File: src/rtl/quant_fc_neuron_engine.sv
// quant_fc_neuron_engine: one fully-connected neuron computing an int8-style
// quantized dot product, then requantizing it to a DATA_W-bit output.
//
// Optional feature: define OUTPUT_SAT_EN to saturate the requantized result
// to the signed DATA_W range; otherwise the result is two's-complement truncated.
//
// Ports:
//   i_clk, i_rst               clock (rising edge), synchronous active-high reset
//   i_start                    begin one neuron computation (sampled in IDLE only)
//   i_len                      number of (act, wgt) pairs to consume
//   i_bias                     accumulator start value
//   i_input_zp/i_filter_zp     zero-points subtracted from act/wgt
//   i_output_zp                zero-point added to the requantized result
//   i_quant_mult/i_quant_shift signed requant multiplier and shift (-31..30)
//   i_relu_en                  clamp a negative accumulator to 0 before requant
//   i_in_valid/o_in_ready      operand handshake, i_act/i_wgt operand pair
//   o_out_valid/i_out_ready    result handshake, o_out_data quantized result
//   o_busy                     high whenever not idle
module quant_fc_neuron_engine #(
    parameter int DATA_W = 8,
    parameter int ACC_W  = 32,
    parameter int LEN_W  = 10
) (
    input  logic              i_clk,
    input  logic              i_rst,
    input  logic              i_start,
    input  logic [LEN_W-1:0]  i_len,
    input  logic [ACC_W-1:0]  i_bias,
    input  logic [DATA_W-1:0] i_input_zp,
    input  logic [DATA_W-1:0] i_filter_zp,
    input  logic [DATA_W-1:0] i_output_zp,
    input  logic [31:0]       i_quant_mult,
    input  logic [5:0]        i_quant_shift,
    input  logic              i_relu_en,
    input  logic              i_in_valid,
    output logic              o_in_ready,
    input  logic [DATA_W-1:0] i_act,
    input  logic [DATA_W-1:0] i_wgt,
    output logic              o_out_valid,
    input  logic              i_out_ready,
    output logic [DATA_W-1:0] o_out_data,
    output logic              o_busy
);
    typedef enum logic [2:0] {S_IDLE, S_ACC, S_MUL, S_RND, S_OUT} state_t;

    state_t                r_state, w_next;
    logic [LEN_W-1:0]      r_len, r_cnt;
    logic [ACC_W-1:0]      r_acc;
    logic [DATA_W-1:0]     r_izp, r_fzp, r_ozp, r_out;
    logic [31:0]           r_mult;
    logic [5:0]            r_shift;
    logic                  r_relu;
    logic signed [63:0]    r_p64;

    logic                  w_fire, w_last;
    logic signed [15:0]    w_da, w_dw;
    logic signed [31:0]    w_prod;
    logic [ACC_W-1:0]      w_r;
    logic [6:0]            w_ts;
    logic signed [63:0]    w_round, w_sum;
    logic [DATA_W-1:0]     w_q_out;

    assign o_in_ready  = (r_state == S_ACC);
    assign o_out_valid = (r_state == S_OUT);
    assign o_busy      = (r_state != S_IDLE);
    assign o_out_data  = r_out;

    assign w_fire = o_in_ready && i_in_valid;
    assign w_last = (r_cnt + LEN_W'(1)) == r_len;

    // Zero-point subtraction in 16 bits cannot overflow for DATA_W <= 8 operands
    assign w_da   = 16'($signed(i_act)) - 16'($signed(r_izp));
    assign w_dw   = 16'($signed(i_wgt)) - 16'($signed(r_fzp));
    assign w_prod = 32'(w_da) * 32'(w_dw);

    assign w_r     = (r_relu && r_acc[ACC_W-1]) ? '0 : r_acc;
    // Total right shift is 31-shift, i.e. 1..62 over the legal shift range
    assign w_ts    = 7'd31 - 7'($signed(r_shift));
    assign w_round = 64'sd1 <<< (w_ts - 7'd1);
    assign w_sum   = r_p64 + w_round;

`ifdef OUTPUT_SAT_EN
    localparam logic signed [63:0] QMAX = (64'sd1 <<< (DATA_W - 1)) - 64'sd1;
    localparam logic signed [63:0] QMIN = -(64'sd1 <<< (DATA_W - 1));
    logic signed [63:0] w_q;
    assign w_q     = (w_sum >>> w_ts) + 64'($signed(r_ozp));
    assign w_q_out = (w_q > QMAX) ? QMAX[DATA_W-1:0] :
                     (w_q < QMIN) ? QMIN[DATA_W-1:0] : w_q[DATA_W-1:0];
`else
    // Truncation commutes with the add, so only the low bits are formed
    assign w_q_out = DATA_W'(w_sum >>> w_ts) + r_ozp;
`endif

    always_ff @(posedge i_clk) begin
        if (i_rst) r_state <= S_IDLE;
        else       r_state <= w_next;
    end

    always_comb begin
        w_next = r_state;
        case (r_state)
            S_IDLE:  if (i_start) w_next = (i_len == '0) ? S_MUL : S_ACC;
            S_ACC:   if (w_fire && w_last) w_next = S_MUL;
            S_MUL:   w_next = S_RND;
            S_RND:   w_next = S_OUT;
            S_OUT:   if (i_out_ready) w_next = S_IDLE;
            default: w_next = S_IDLE;
        endcase
    end

    always_ff @(posedge i_clk) begin
        if (i_rst) begin
            r_len   <= '0;
            r_cnt   <= '0;
            r_acc   <= '0;
            r_izp   <= '0;
            r_fzp   <= '0;
            r_ozp   <= '0;
            r_mult  <= '0;
            r_shift <= '0;
            r_relu  <= 1'b0;
            r_p64   <= '0;
            r_out   <= '0;
        end else begin
            if (r_state == S_IDLE && i_start) begin
                r_len   <= i_len;
                r_cnt   <= '0;
                r_acc   <= i_bias;
                r_izp   <= i_input_zp;
                r_fzp   <= i_filter_zp;
                r_ozp   <= i_output_zp;
                r_mult  <= i_quant_mult;
                r_shift <= i_quant_shift;
                r_relu  <= i_relu_en;
            end
            if (w_fire) begin
                r_acc <= r_acc + ACC_W'(w_prod);
                r_cnt <= r_cnt + LEN_W'(1);
            end
            if (r_state == S_MUL) r_p64 <= 64'($signed(w_r)) * 64'($signed(r_mult));
            if (r_state == S_RND) r_out <= w_q_out;
        end
    end
endmodule

File: config.mk
export PLATFORM = sky130hd
export DESIGN_NAME = quant_fc_neuron_engine
export DESIGN_NICKNAME = d
export VERILOG_FILES = /design/src/rtl/quant_fc_neuron_engine.sv
export SDC_FILE = /design/constraint.sdc
export NUM_CORES = 2
export LEC_CHECK = 0
export CAP_MARGIN = 40
export CORE_MARGIN = 2
export CORE_UTILIZATION = 40
export CTS_CLUSTER_DIAMETER = 120
export DETAILED_ROUTE_END_ITERATION = 7
export PLACE_DENSITY = 0.58
export SLEW_MARGIN = 20
export SYNTH_ARGS = -nofsm -noshare
export SYNTH_HDL_FRONTEND = slang
export SYNTH_SLANG_ARGS = --single-unit
File: constraint.sdc
create_clock -name i_clk -period 21.8 [get_ports i_clk]
set_input_delay 2.18 -clock i_clk [delete_from_list [all_inputs] [get_ports i_clk]]
set_output_delay 2.18 -clock i_clk [all_outputs]
set_load 0.02 [all_outputs]
==> results.ini <==
[clocking]
clk_latency_ps=560
cts-resized-gates=0
clock-root-buffer=clkbuf_16
post-cts-setup-buffers=0
cts_made_buffers=17
h-tree-depth=4
clk_pin_slew_ps=90
cts_tree=built
cts_sinks=190
clock_path_buffers=2
holdBufCountCts=0

[logic_synthesis]
synthAdderAreaFrac_pct=48.2
yosys_register_bits=190
synth-simple-area-share_pct=18.2
yosys.cell_types.count=106
synth.most_common_cell=inv_1
yosysWarnings=0
synth.area.mux_share_pct=1.54
synth_xor_area_share_pct=3.21
synth_compound_area_share_pct=11.1
ys_top_cells_by_area=fa_1, inv_1, nand2_1, ha_1, dfxtp_1
seq_area_frac_synth_pct=6.68
synth_area_leader_cell=fa_1
synth_top_area_share_pct=40.7
synth_ff_type=dfxtp_1
synth_nets=8509
synth_top_family_by_area=adder cells
synth-async-reset-ratio_pct=0
synth_edf_count=0
netlist_area_sq_um=57000
synth_common_cells=inv_1, nand2_1, fa_1
synth.avg_cell_area_sq_um=8.28
syn-instance-count=6884

[setup_path]
crit_path_max_fanout=15
slowest_delay_ps=520
crit_arrival_ps=12180
end_kind=flip-flop
cp-start-kind=input port
crit_required_ps=22280
crit_slowest_cell=fa_1
crit_type=in -> reg

[sta]
finalHoldViolCount=0
setup_viol_count_final=0
slew_headroom_pct=42.9
fin_crit_sh_pct=53.7
fmax_mhz=85.5
rsz0062_at_grt=false
tightest_slew_ps=857
finalClockSkew_ps=26.0
drv_slew=0
finalCriticalPeriod_ps=11700
fin_tns_setup_ps=0

[power]
fin_total_pwr_uw=8890
peakVddDrop_uv=374
power_density_nw_per_um2=146
leakagePower_uw=0.0280

[finish]
area_delta_synth_final_pct=7.04
drive_gt1_share_pct=4.01
final_net_count=8392

[routing]
drtIter0Drc=3923
vias=48000
ant_nets=0
wl_per_cell_um=21.7
drcViolationCount=0
wl_mm=189
drt-vias-per-instance=5.53
first_pass_iters=6

[placement]
port_buffers=136
dp_hpwl_mm=148
place_congestion=0.947

[job]
cap_violations=0

[floorplan]
num_rows=138
io_pins=137
die-area_sq_um=145000
die_width_um=381
start_util_pct=40.3
core_area_sq_um=141000
dieHeight_um=381

[min_path]
min_path_type=reg -> reg

[global_routing]
track_usage_pct=26.4
grt_max_degree=107
first_global_vias=50400
grt_overflow=0
grt_pass1_wl_mm=297
antenna_found_initial=17

[run_status]
status=completed

power breakdown:
group	total, uW	switching [uW]	internal, uW
logic	8060	4900	3170
registers	462	50.9	411
clock network	362	203	159
cell families after synthesis:
| kind of cell | after synthesis |
|---|---|
| fa+ha+maj | 1499 |
| xor+xnor | 209 |
| mux | 63 |
| buf+inv | 1684 |
| flops | 190 |
| simple gates | 2270 |
| compound gates | 969 |
critical path, delay by kind of cell:
| family | cells | cell delay (ps) |
|---|---|---|
| and+or+nand+nor | 3 | 770 |
| buffers and inverters | 7 | 920 |
| adders and majority gates | 9 | 3660 |
| AOI/OAI and AO/OA | 21 | 4370 |
| xor gates and xnor gates | 2 | 260 |
per-layer routing:
| metal | GRT usage [%] | wire, um | vias to the layer above |
|---|---|---|---|
| met5 | 0 | 42 | - |
| li1 | - | - | 21300 |
| met4 | 10.1 | 7750 | 6 |
| met3 | 4.53 | 14300 | 365 |
| met1 | 34.3 | 76500 | 24500 |
| met2 | 44.1 | 90100 | 1760 |
layout make-up:
class	instances	area (sq um)
well taps	1890	2360
clock inverters	15	198
multi-input cells	5010	46800
flip-flops and latches	190	3810
clock buffers	17	425
diodes	15	37.5
fillers	14200	80400
repair buffers	279	2560
inverters	1269	4760
sequential cells by signal, summed over array words and instances, names as in the netlist, 10 cells and up:
signal and flops:
r_cnt 10, r_acc 32, r_mult 32, r_len 10
r_p64 64
per-stage QoR:
step | setup slack, ps | cell area (sq um) | instances | utilization [%] | hold slack, ps
5_1_grt | 9430 | 61000 | 8673 | 43.1 | 477
2_1_floorplan | 10900 | 57000 | 6884 | - | 436
3_5_place_dp | 9640 | 60100 | 8628 | 42.5 | 449
3_3_place_gp | 9780 | 60100 | 8619 | 42.5 | 444
6_report | 10100 | 61000 | 8685 | 43.1 | 460
4_1_cts | 10180 | 60800 | 8660 | 43.0 | 463
worst paths after layout:
path                                              from                      to  slack, ps  depth (start not counted)
worst min-delay path             r_izp[4]$_SDFFE_PP0P_   r_izp[4]$_SDFFE_PP0P_        460                          2
worst min register to register   r_izp[4]$_SDFFE_PP0P_   r_izp[4]$_SDFFE_PP0P_        460                          2
worst max-delay path                          i_act[0]  r_acc[31]$_SDFFE_PP0P_      10100                         42
worst max register to register  r_acc[31]$_SDFFE_PP0P_  r_p64[52]$_SDFFE_PP0N_      10160                         35
cells in the final DEF (no fill, tap or decap), drive strengths merged, types with 107 or more instances in the layout:
cell / count
a21o: 107
a21oi: 357
and3: 289
buf: 142
clkdlybuf4s50: 135
dfxtp: 190
fa: 1158
ha: 341
inv: 1277
nand2: 1231
nor2: 295
o21ai: 152
xnor2: 148
Note: power is estimated with default switching activity, not from simulation.
